[src/rtl/fuzzy_pkg.sv]
// fuzzy_pkg: shared fuzzy set indices, id width and fuzzifier FSM encoding
package fuzzy_pkg;
    localparam logic [1:0] ERR_NB = 2'd0;
    localparam logic [1:0] ERR_NS = 2'd1;
    localparam logic [1:0] ERR_PS = 2'd2;
    localparam logic [1:0] ERR_PB = 2'd3;
    localparam logic [1:0] DE_N = 2'd0;
    localparam logic [1:0] DE_Z = 2'd1;
    localparam logic [1:0] DE_P = 2'd2;
    localparam int NUM_ERR_SETS = 4;
    localparam int NUM_DE_SETS = 3;
    localparam int SET_ID_W = 8;
    typedef enum logic [1:0] {IDLE, DIFF, CLASS, OUT} state_t;
endpackage

[src/rtl/fuzzy_classify.sv]
// fuzzy_classify: maps (e, de) onto combined set id e_idx*3 + de_idx
// Ports: e, de signed error and change-in-error; e_big, de_band thresholds; id combined set id.
module fuzzy_classify import fuzzy_pkg::*; (
    input  logic signed [15:0]   e,
    input  logic signed [15:0]   de,
    input  logic signed [15:0]   e_big,
    input  logic signed [15:0]   de_band,
    output logic [SET_ID_W-1:0]  id
);
    logic [1:0] e_idx;
    logic [1:0] de_idx;
    always_comb begin
        e_idx = e <= -e_big ? ERR_NB : e < 0 ? ERR_NS : e < e_big ? ERR_PS : ERR_PB;
        de_idx = de < -de_band ? DE_N : de > de_band ? DE_P : DE_Z;
        id = SET_ID_W'(e_idx) * SET_ID_W'(NUM_DE_SETS) + SET_ID_W'(de_idx);
    end
endmodule

[src/rtl/fuzzifier.sv]
// fuzzifier: turns frequency-error samples into combined fuzzy set ids
// Ports: clk, rst (sync, active-high); sample_valid/sample_ready/freq_error sample handshake;
// sync_clear restarts history; fuzzy_set_id/set_valid result with one-cycle strobe.
module fuzzifier import fuzzy_pkg::*; #(
    parameter logic signed [15:0] E_BIG = 16'sd1000,
    parameter logic signed [15:0] DE_BAND = 16'sd50
) (
    input  logic                 clk,
    input  logic                 rst,
    input  logic                 sample_valid,
    input  logic signed [15:0]   freq_error,
    input  logic                 sync_clear,
    output logic                 sample_ready,
    output logic [SET_ID_W-1:0]  fuzzy_set_id,
    output logic                 set_valid
);
    state_t state, next_state;
    logic signed [15:0] e, e_prev, de, de_sat;
    logic signed [16:0] diff;
    logic prev_valid, accept;
    logic [SET_ID_W-1:0] id;
    always_comb begin
        sample_ready = state == IDLE;
        accept = sample_valid && sample_ready;
        next_state = state == IDLE ? (accept ? DIFF : IDLE) : state == DIFF ? CLASS : state == CLASS ? OUT : IDLE;
        diff = {e[15], e} - {e_prev[15], e_prev};
        // top two bits disagree only when the 17-bit difference leaves the 16-bit range
        de_sat = diff[16] ^ diff[15] ? (diff[16] ? 16'sh8000 : 16'sh7fff) : diff[15:0];
    end
    fuzzy_classify u_classify (
        .e       (e),
        .de      (de),
        .e_big   (E_BIG),
        .de_band (DE_BAND),
        .id      (id)
    );
    always_ff @(posedge clk) begin
        if (rst) begin
            state <= IDLE;
            e <= '0;
            e_prev <= '0;
            de <= '0;
            prev_valid <= 1'b0;
            fuzzy_set_id <= '0;
            set_valid <= 1'b0;
        end else begin
            state <= next_state;
            set_valid <= state == CLASS;
            if (accept) e <= freq_error;
            if (state == DIFF) begin
                de <= prev_valid && !sync_clear ? de_sat : 16'sd0;
                e_prev <= e;
            end
            prev_valid <= sync_clear ? 1'b0 : state == DIFF ? 1'b1 : prev_valid;
            if (state == CLASS) fuzzy_set_id <= id;
        end
    end
endmodule
[config.mk]
export PLATFORM = sky130hd
export DESIGN_NAME = fuzzifier
export DESIGN_NICKNAME = d
export VERILOG_FILES = /design/src/rtl/fuzzy_pkg.sv /design/src/rtl/fuzzy_classify.sv /design/src/rtl/fuzzifier.sv
export SDC_FILE = /design/constraint.sdc
export NUM_CORES = 1
export LEC_CHECK = 0
export CAP_MARGIN = 20
export CORE_MARGIN = 4
export CORE_UTILIZATION = 35
export DETAILED_ROUTE_END_ITERATION = 8
export GPL_TIMING_DRIVEN = 0
export PLACE_DENSITY = 0.61
export SLEW_MARGIN = 20
export SYNTH_ARGS = -nofsm -noshare
export SYNTH_HDL_FRONTEND = slang
export SYNTH_SLANG_ARGS = --single-unit
[constraint.sdc]
create_clock -name clk -period 3 [get_ports clk]
set_input_delay 0.6 -clock clk [delete_from_list [all_inputs] [get_ports clk]]
set_output_delay 0.6 -clock clk [all_outputs]
set_load 0.1 [all_outputs]
======== Word level (Yosys, flattened, before mapping) ========
Index checks and enable logic that the tools add are counted.
storage, ports and cells
  output and inout port bits .............. 10
  bits in registers ....................... 60
  input port bits ......................... 20
cells by class
  bitwise logic cells ..................... 1
  order comparisons ....................... 5
  mux-type cells .......................... 12
  eq/ne operators ......................... 2
  multiply operators ...................... 1
  add/sub/neg operators ................... 2
  reduce and logical (&&, ||, !) cells .... 5
operators by type and width
  cell                                                                              number
  16-bit 2-to-1 mux                                                                 3
  16-bit by 16-bit subtractor with 17-bit output                                    1
  16-bit by 7-bit greater-than comparator with 1-bit output, second input constant  1
  16-bit by 11-bit <= comparator with 1-bit output, second input constant           1
  16-bit by 1-bit < comparator with 1-bit output, second input constant             1
  16-bit by 11-bit < comparator with 1-bit output, second input constant            1
  16-bit by 7-bit < comparator with 1-bit output, second input constant             1
  2-bit 2-to-1 mux                                                                  7
  4-bit by 2-bit adder with 5-bit output                                            1
  2-bit by 2-bit multiplier with 4-bit output, second input constant                1
  2-bit by 1-bit equality test with 1-bit output, second input constant             1
  2-bit equality test, second input constant                                        1
  1-bit logical AND                                                                 2
  2-bit logical NOT                                                                 1
  1-bit 2-to-1 mux                                                                  2
  2-bit OR reduction                                                                1
  1-bit logical NOT                                                                 1
  1-bit bitwise XOR                                                                 1

======== Depth between registers and ports, before layout ========
Gate-level depths: netlist of run 1.
  word-level depth ........................ 6
  depth in mapped cells ................... 12

======== Hierarchy ========
Synthesis of run 1 repeated with hierarchy kept, for this count alone.
second synthesis, totals
  cell total of the unflattened synthesis .. 621
  area total of the unflattened synthesis .. 5156.2 um2
by module, submodules not included
  module          seq. area each (um2)  cells an instance  times used  area each (um2)
  fuzzifier       1201.2                341                1           3057.9
  fuzzy_classify  0.0                   280                1           2098.3

======== Worst setup path after synthesis of run 1 ========
No wires, ideal clock.
  path type ............................... register -> register
  from .................................... register e[0]
  to ...................................... register de[1]
  library setup time ...................... 0.117 ns
  clock period less this slack ............ 2.609 ns
  path slack .............................. 0.391 ns
  cell stages (with the launch flop) ...... 13
  buffers on the path ..................... 1
  arrival time ............................ 2.493 ns
  cells stage by stage .................... dfxtp_1 > inv_1 > ha_1 > inv_1 > fa_1 > a211o_1 > a21oi_2 > o21ai_2 > a31oi_2 > a222oi_1 > buf_2 > maj3_1 > a22o_1
on the way
  word-level cells in the longest chain between the ends .. 4
RTL lines
  item                                                           line             source
  from (decl)                                                    fuzzifier.sv:18  logic signed [15:0] e, e_prev, de, de_sat;
  from (signal assigned)                                         fuzzifier.sv:49  if (accept) e <= freq_error;
  16-bit by 16-bit subtractor with 17-bit output *               fuzzifier.sv:26  diff = {e[15], e} - {e_prev[15], e_prev};
  16-bit 2-to-1 mux / 1-bit bitwise XOR (equally long branches)  fuzzifier.sv:28  de_sat = diff[16] ^ diff[15] ? (diff[16] ? 16'sh8000 : 16'sh7fff) : diff[15:0];
  16-bit 2-to-1 mux *                                            fuzzifier.sv:28
  16-bit 2-to-1 mux *                                            fuzzifier.sv:51  de <= prev_valid && !sync_clear ? de_sat : 16'sd0;
  to (signal assigned)                                           fuzzifier.sv:51
  to (decl)                                                      fuzzifier.sv:18
Mark *: on every way between the ends. The rest lies on a longest branch, timed or not.
A chain may end at the register's enable or synchronous reset.

======== Final worst setup path of run 1 ========
  from .................................... register state[0]
  to ...................................... output port sample_ready
on the way
  word-level cells in the longest chain between the ends .. 1
RTL lines
  item                    line             source
  from (decl)             fuzzifier.sv:17  state_t state, next_state;
  from (signal assigned)  fuzzifier.sv:47  state <= next_state;
  2-bit logical NOT       fuzzifier.sv:23  sample_ready = state == IDLE;
  to (decl)               fuzzifier.sv:13  output logic sample_ready,
No other way between the ends.

==> impl_metrics.tcl, run 1 <==
set metrics [dict create \
    finalSetupTns_ns 0 \
    rr_worst_depth 12 \
    cp_num_buf_inv 2 \
    start_util_pct 35.63 \
    pwr-share-clk_pct 23.5 \
    rsz0062_at_grt "false" \
    min_path_cells 2 \
    root_buffer "clkbuf_8" \
    dieArea_sq_mm 0.01097 \
    via_count 2564 \
    crit_slowest_cell "clkdlybuf4s50_1" \
    final_common_cell "dfxtp_1" \
    coreArea_sq_mm 0.009196 \
    synth-async-reset-ratio_pct 0 \
    ys.flop_type "dfxtp_1" \
    setup_viol 0 \
    antenna_found_initial 0 \
    grt_pass1_wl_um 11450 \
    p_int_mw 1.255 \
    htreeDepth 2 \
    finalNetCount 456 \
    slew-limit-headroom_pct 35.13 \
    netlist_area_sq_mm 0.003277 \
    port_buffers 24 \
    drc 0 \
    path_cells "inv_1 -> ha_1 -> clkdlybuf4s50_1" \
    synth_edf_count 0 \
    routabilityCongestion 0.8383 \
    cts_setup_buffers 0 \
    hold_viol 0 \
    combPwrFrac_pct 33.9 \
    ys_seq_area_share_pct 34.21 \
    worst-path-stages 3 \
    critical_path_arrival_ns 2.20 \
    final_cell_mix "dfxtp_1 (56), nand2_1 (43), nor2_1 (36), a21oi_1 (35), clkdlybuf4s50_1 (24)" \
    ys_ff_latch 56 \
    ys_warn_count 0 \
    synth_cell_type_count 57 \
    syn_to_final_growth_pct 15.01 \
    n_antenna_cell 0 \
    worstSkewPairLatency_ns 0.30 \
    worstPathMaxFanout 5 \
    die_h_um 104.8 \
    drtIter0Drc 89 \
    path_clk_slew_ns 0.09 \
    fin_worst_skew_ns 0.004039 \
    p_per_area_mw_per_mm2 490.9 \
    track_usage_pct 12.75 \
    cts_tree "done" \
    fin_util_pct 40.98 \
    totalWireLength_um 6933 \
    dp_hpwl_um 5517 \
    cp-endpoint "sample_ready" \
    r2r_start "e[0]" \
    ios 30 \
    ir_worst_vdd_mv 0.2574 \
    critPathLaunchType "flip-flop" \
    p_switching_mw 0.5948 \
    period_minus_slack_ns 2.800 \
    r2r-end "de[1]" \
    critPathTopFamily "buffers and inverters" \
    synth.avg_cell_area_sq_um 8.669 \
    critPathMaxStageDelay_ns 1.19 \
    fmax_ghz 0.3571 \
    drive_gt1_share_pct 8.010 \
    cts_buffer_depth 2 \
    seq_power_share_pct 42.6 \
    grt_max_degree 16 \
    grt_overflow 0 \
    sw_frac_of_total_pct 32.15 \
    clock-sinks 56 \
    worstMarginPinSlew_ns 0.9701 \
    max_cap_violations 0 \
    power_leakage_nw 1.454 \
    post-route-period-util_pct 93.34 \
    worstSetupPathType "reg2out" \
    cp-end-kind "output port" \
    wl_per_cell_um 13.26 \
    vias_per_cell 4.902 \
    outcome "complete, no violations" \
    crit_start "state[0]" \
    post_cts_resized 0 \
    syn_inst 378 \
    numCtsBuffers 5 \
    reg2reg_slack_ns 0.20 \
    first_pass_iters 4 \
    first_global_vias 2397 \
    cts_hold_buffers 0 \
    fp.dieW_um 104.8 \
    row_count 35 \
    critPathRequiredTime_ns 2.40 \
    fillers 958 \
    final_max_slew_viol_count 0 \
    drtAntennaViolNets 0 \
    hp-class "reg2reg" \
]
==> final cells by class <==
type	instances	area, sq um	area share (%)
plain buffers	20	121.4	3.220
clock buffers	7	96.34	2.556
inverters	23	86.33	2.291
multi-input cells	282	1964	52.12
flip-flops and latches	56	1121	29.75
well taps	111	138.9	3.685
repair buffers	24	240.2	6.374
==> stage by stage <==
stage                     worst slack, ns  area, sq um  cells  total power, mW  hold slack, ns
after global placement             0.1441         3667    516            1.426          0.4700
after CTS                          0.1080         3764    523            1.871          0.4916
final                              0.1998         3769    523            1.850          0.4884
after global routing              0.02565         3769    523            1.961          0.5074
after detailed placement           0.1209         3667    516            1.433          0.4761
after floorplan                    0.3906         3288    381            1.299          0.4478
==> kinds of logic after synthesis <==
logic type	share of synthesized area, %
multiplexers	6.835
flip-flops	34.21
buffers and inverters	6.262
XOR/XNOR	4.047
AND/OR/NAND/NOR	16.61
other	0.1144
adder cells (fa/ha/maj)	12.83
AO/OA/AOI/OAI	19.09
==> sequential cells by signal, indices dropped and copies added, names as in the netlist <==
signal        cells
e                16
state             2
e_prev           16
prev_valid        1
fuzzy_set_id      4
set_valid         1
de               16
==> cell usage after synthesis, types with 2 or more instances <==
library cell / count / area share [%]
dfxtp_1: 56 / 34
inv_1: 23 / 2.6
a21o_1: 7 / 1.6
clkbuf_1: 7 / 0.80
nor4_1: 3 / 0.57
and2b_2: 2 / 0.53
and3_1: 2 / 0.38
o21ai_2: 2 / 0.53
nor2_1: 36 / 4.1
ha_1: 23 / 8.8
maj3_1: 9 / 2.7
a22o_1: 11 / 2.9
dlygate4sd3_1: 2 / 0.61
xor2_1: 6 / 1.6
a211o_1: 3 / 0.80
a21oi_1: 35 / 5.3
a211oi_1: 5 / 1.1
nor2b_1: 5 / 0.95
nand3_1: 4 / 0.61
and4_1: 2 / 0.53
mux2_2: 3 / 1.0
maj3_2: 2 / 0.69
buf_6: 2 / 0.69
a31oi_1: 3 / 0.57
nand2b_1: 6 / 1.1
o21ai_0: 11 / 1.7
buf_4: 4 / 0.92
nand4_1: 2 / 0.38
o211ai_1: 2 / 0.46
xnor2_1: 6 / 1.6
and2_1: 2 / 0.38
nor3_1: 4 / 0.61
buf_1: 4 / 0.46
mux2i_1: 19 / 5.8
nand2_1: 43 / 4.9
==> metal layers <==
layer	part of all wire, %	GRT usage (%)
met1	49	16.77
met2	46	21.31
met3	5.0	2.903
met4	0.58	2.812
met5	0	0
==> how the worst min path moves through the flow <==
stage,start,end,slack [ns]
detailed placement,de[0],de[0],0.48
finish,de[13],de[13],0.49
global placement,prev_valid,prev_valid,0.47
floorplan,de[13],de[13],0.45
CTS,de[13],de[13],0.49
global route,de[0],de[0],0.51
==> worst reg2reg max path: stages, from the launching register on <==
cell and delay, ns:
dfxtp_1 0.37, inv_1 0.08, ha_1 0.15, inv_1 0.06
fa_2 0.37, a211o_1 0.30, a21oi_2 0.20, o21ai_2 0.11
a31oi_2 0.22, a222oi_1 0.12, clkbuf_4 0.21, maj3_1 0.33
a22o_1 0.20
==> power by group through the flow <==
stage / combinational, mW / clock, mW / sequential, mW
after CTS: 0.629 / 0.453 / 0.789
final: 0.626 / 0.435 / 0.788
after floorplan: 0.493 / 0 / 0.806
after global routing: 0.690 / 0.478 / 0.793
after global placement: 0.620 / 0 / 0.805
after detailed placement: 0.627 / 0 / 0.806
Note: power is estimated with default switching activity, not from simulation.
==> inputs of run 2 (changes only) <==
--- a/config.mk
+++ b/config.mk
@@ -6,12 +6,13 @@
 export NUM_CORES = 1
 export LEC_CHECK = 0
 export CAP_MARGIN = 20
+export CORE_ASPECT_RATIO = 0.7
 export CORE_MARGIN = 4
 export CORE_UTILIZATION = 35
 export DETAILED_ROUTE_END_ITERATION = 8
 export GPL_TIMING_DRIVEN = 0
 export PLACE_DENSITY = 0.61
-export SLEW_MARGIN = 20
+export SLEW_MARGIN = 40
 export SYNTH_ARGS = -nofsm -noshare
 export SYNTH_HDL_FRONTEND = slang
 export SYNTH_SLANG_ARGS = --single-unit
==> impl_metrics.tcl, run 2 (synthesis gave the netlist of run 1 again) <==
set metrics [dict create \
    grt_overflow 0 \
    antenna_found_initial 0 \
    critPathRequiredTime_ns 3.19 \
    first_pass_iters 4 \
    worstPathMaxFanout 10 \
    port_buffers 24 \
    grt_max_degree 16 \
    drc 0 \
    via_count 2631 \
    n_antenna_cell 0 \
    routabilityCongestion 0.8882 \
    place_ws_ns 0.09459 \
    setup_slack_ns 0.1905 \
    coreArea_sq_mm 0.009107 \
    cts_buffer_depth 2 \
    max_cap_violations 0 \
    seq_power_share_pct 39.7 \
    dieArea_sq_mm 0.01100 \
    p_per_area_mw_per_mm2 524.2 \
    rsz0062_at_grt "false" \
    die_h_um 88.96 \
    start_util_pct 35.98 \
    highest_layer "met4" \
    p_int_mw 1.352 \
    met1_length_um 4122 \
    htreeDepth 2 \
    sw_frac_of_total_pct 32.10 \
    wl_met2_um 3063 \
    first_global_vias 2456 \
    grt_pass1_wl_um 12350 \
    drtIter0Drc 185 \
    p_switching_mw 0.6389 \
    fillers 955 \
    power_leakage_nw 1.481 \
    slew-limit-headroom_pct 45.61 \
    combPwrFrac_pct 32.5 \
    post-route-period-util_pct 93.65 \
    drtAntennaViolNets 0 \
    syn_to_final_growth_pct 15.88 \
    cts_tree "done" \
    rr_worst_depth 12 \
    min_path_cells 2 \
    reg_top3 "de: 16 flops, e: 16 flops, e_prev: 16 flops" \
    hp-class "reg2reg" \
    fin_worst_skew_ns 0.005875 \
    post_cts_resized 0 \
    worstMarginPinSlew_ns 0.8159 \
    totalWireLength_um 7594 \
    final_max_slew_viol_count 0 \
    track_usage_pct 14.43 \
    fp.dieW_um 123.7 \
    outcome "complete, no violations" \
    drive_gt1_share_pct 9.709 \
    setup_viol 0 \
    worstSetupPathType "reg2reg" \
    ir_worst_vdd_mv 0.2235 \
    vias_per_cell 4.909 \
    hold_viol 0 \
    root_buffer "clkbuf_16" \
    ios 30 \
    critPathLaunchType "flip-flop" \
    period_minus_slack_ns 2.809 \
    critical_path_arrival_ns 2.99 \
    final_common_cell "dfxtp_1" \
    wl_per_cell_um 14.17 \
    path_clk_slew_ns 0.07 \
    cts_setup_buffers 0 \
    final_cell_mix "dfxtp_1 (55), nand2_1 (43), nor2_1 (36), a21oi_1 (35)" \
    numCtsBuffers 5 \
    pwr-share-clk_pct 27.8 \
    dp_hpwl_um 5947 \
    clock-sinks 56 \
    finalSetupTns_ns 0 \
    met3_length_um 336 \
    finalNetCount 456 \
    cp-end-kind "flip-flop" \
    worstSkewPairLatency_ns 0.29 \
    cts_hold_buffers 0 \
    row_count 29 \
    fmax_ghz 0.3559 \
]
[run 2: cell types whose count changed in the layout (fill, tap and decap cells not counted)]
| cell | delta |
|---|---|
| clkdlybuf4s50_1 | -6 |
| clkbuf_16 | +5 |
| buf_2 | +7 |
| dfxtp_1 | -1 |
| clkbuf_8 | -7 |
| clkinv_2 | +1 |
| dfxtp_2 | +1 |
| clkbuf_4 | -1 |
| nor4_2 | +1 |
| nor4_1 | -1 |
| clkbuf_1 | +1 |
[run 2: metal layers]
layer	global-route usage [%]	vias up
met2	20.30	48
met4	4.020	0
met1	21.85	1199
met3	3.289	6
met5	0	-
li1	-	1378
[run 2: per-stage QoR]
step	hold slack, ns	instance area, sq um	util (%)	std cells	power, mW
after floorplan	0.4478	3288	-	381	1.299
after global placement	0.4708	3684	40.45	529	1.438
after detailed placement	0.4755	3654	40.12	529	1.444
after CTS	0.4924	3787	41.59	536	2.008
after global routing	0.5125	3797	41.70	536	2.101
final	0.4859	3797	41.70	536	1.991
[run 2: critical path, cell delays in order, from the launching register on]
cell and delay (ns):
dfxtp_2 0.35, inv_1 0.06, ha_1 0.15, inv_1 0.05, fa_2 0.37, a211o_1 0.30
a21oi_2 0.19, o21ai_2 0.10, a31oi_2 0.23, a222oi_1 0.13, buf_6 0.17, maj3_1 0.38
a22o_1 0.21
[run 2: layout make-up]
class | instances | area, sq um | share of cell area (%)
Sequential cell | 56 | 1122 | 29.56
Clock buffer | 6 | 128.9 | 3.394
Inverter | 23 | 86.33 | 2.273
Buffer | 20 | 118.9 | 3.130
Multi-Input combinational cell | 282 | 1971 | 51.89
Tap cell | 124 | 155.1 | 4.086
Clock inverter | 1 | 5.005 | 0.1318
Timing Repair Buffer | 24 | 210.2 | 5.535
[run 2: path summary, 6_finish.rpt]
kind	slack (ns)	from	endpoint
worst max-delay path	0.19	e[0]	de[5]
worst min-delay path	0.49	fuzzy_set_id[1]	fuzzy_set_id[1]
worst max register to register	0.19	e[0]	de[5]
worst min register to register	0.49	fuzzy_set_id[1]	fuzzy_set_id[1]
[run 2: power by group through the flow]
stage	Clock, mW	Combinational [mW]	Sequential, mW
5_1_grt	0.597	0.709	0.794
6_report	0.554	0.646	0.790
3_5_place_dp	0	0.638	0.807
2_1_floorplan	0	0.493	0.806
3_3_place_gp	0	0.632	0.806
4_1_cts	0.575	0.643	0.790
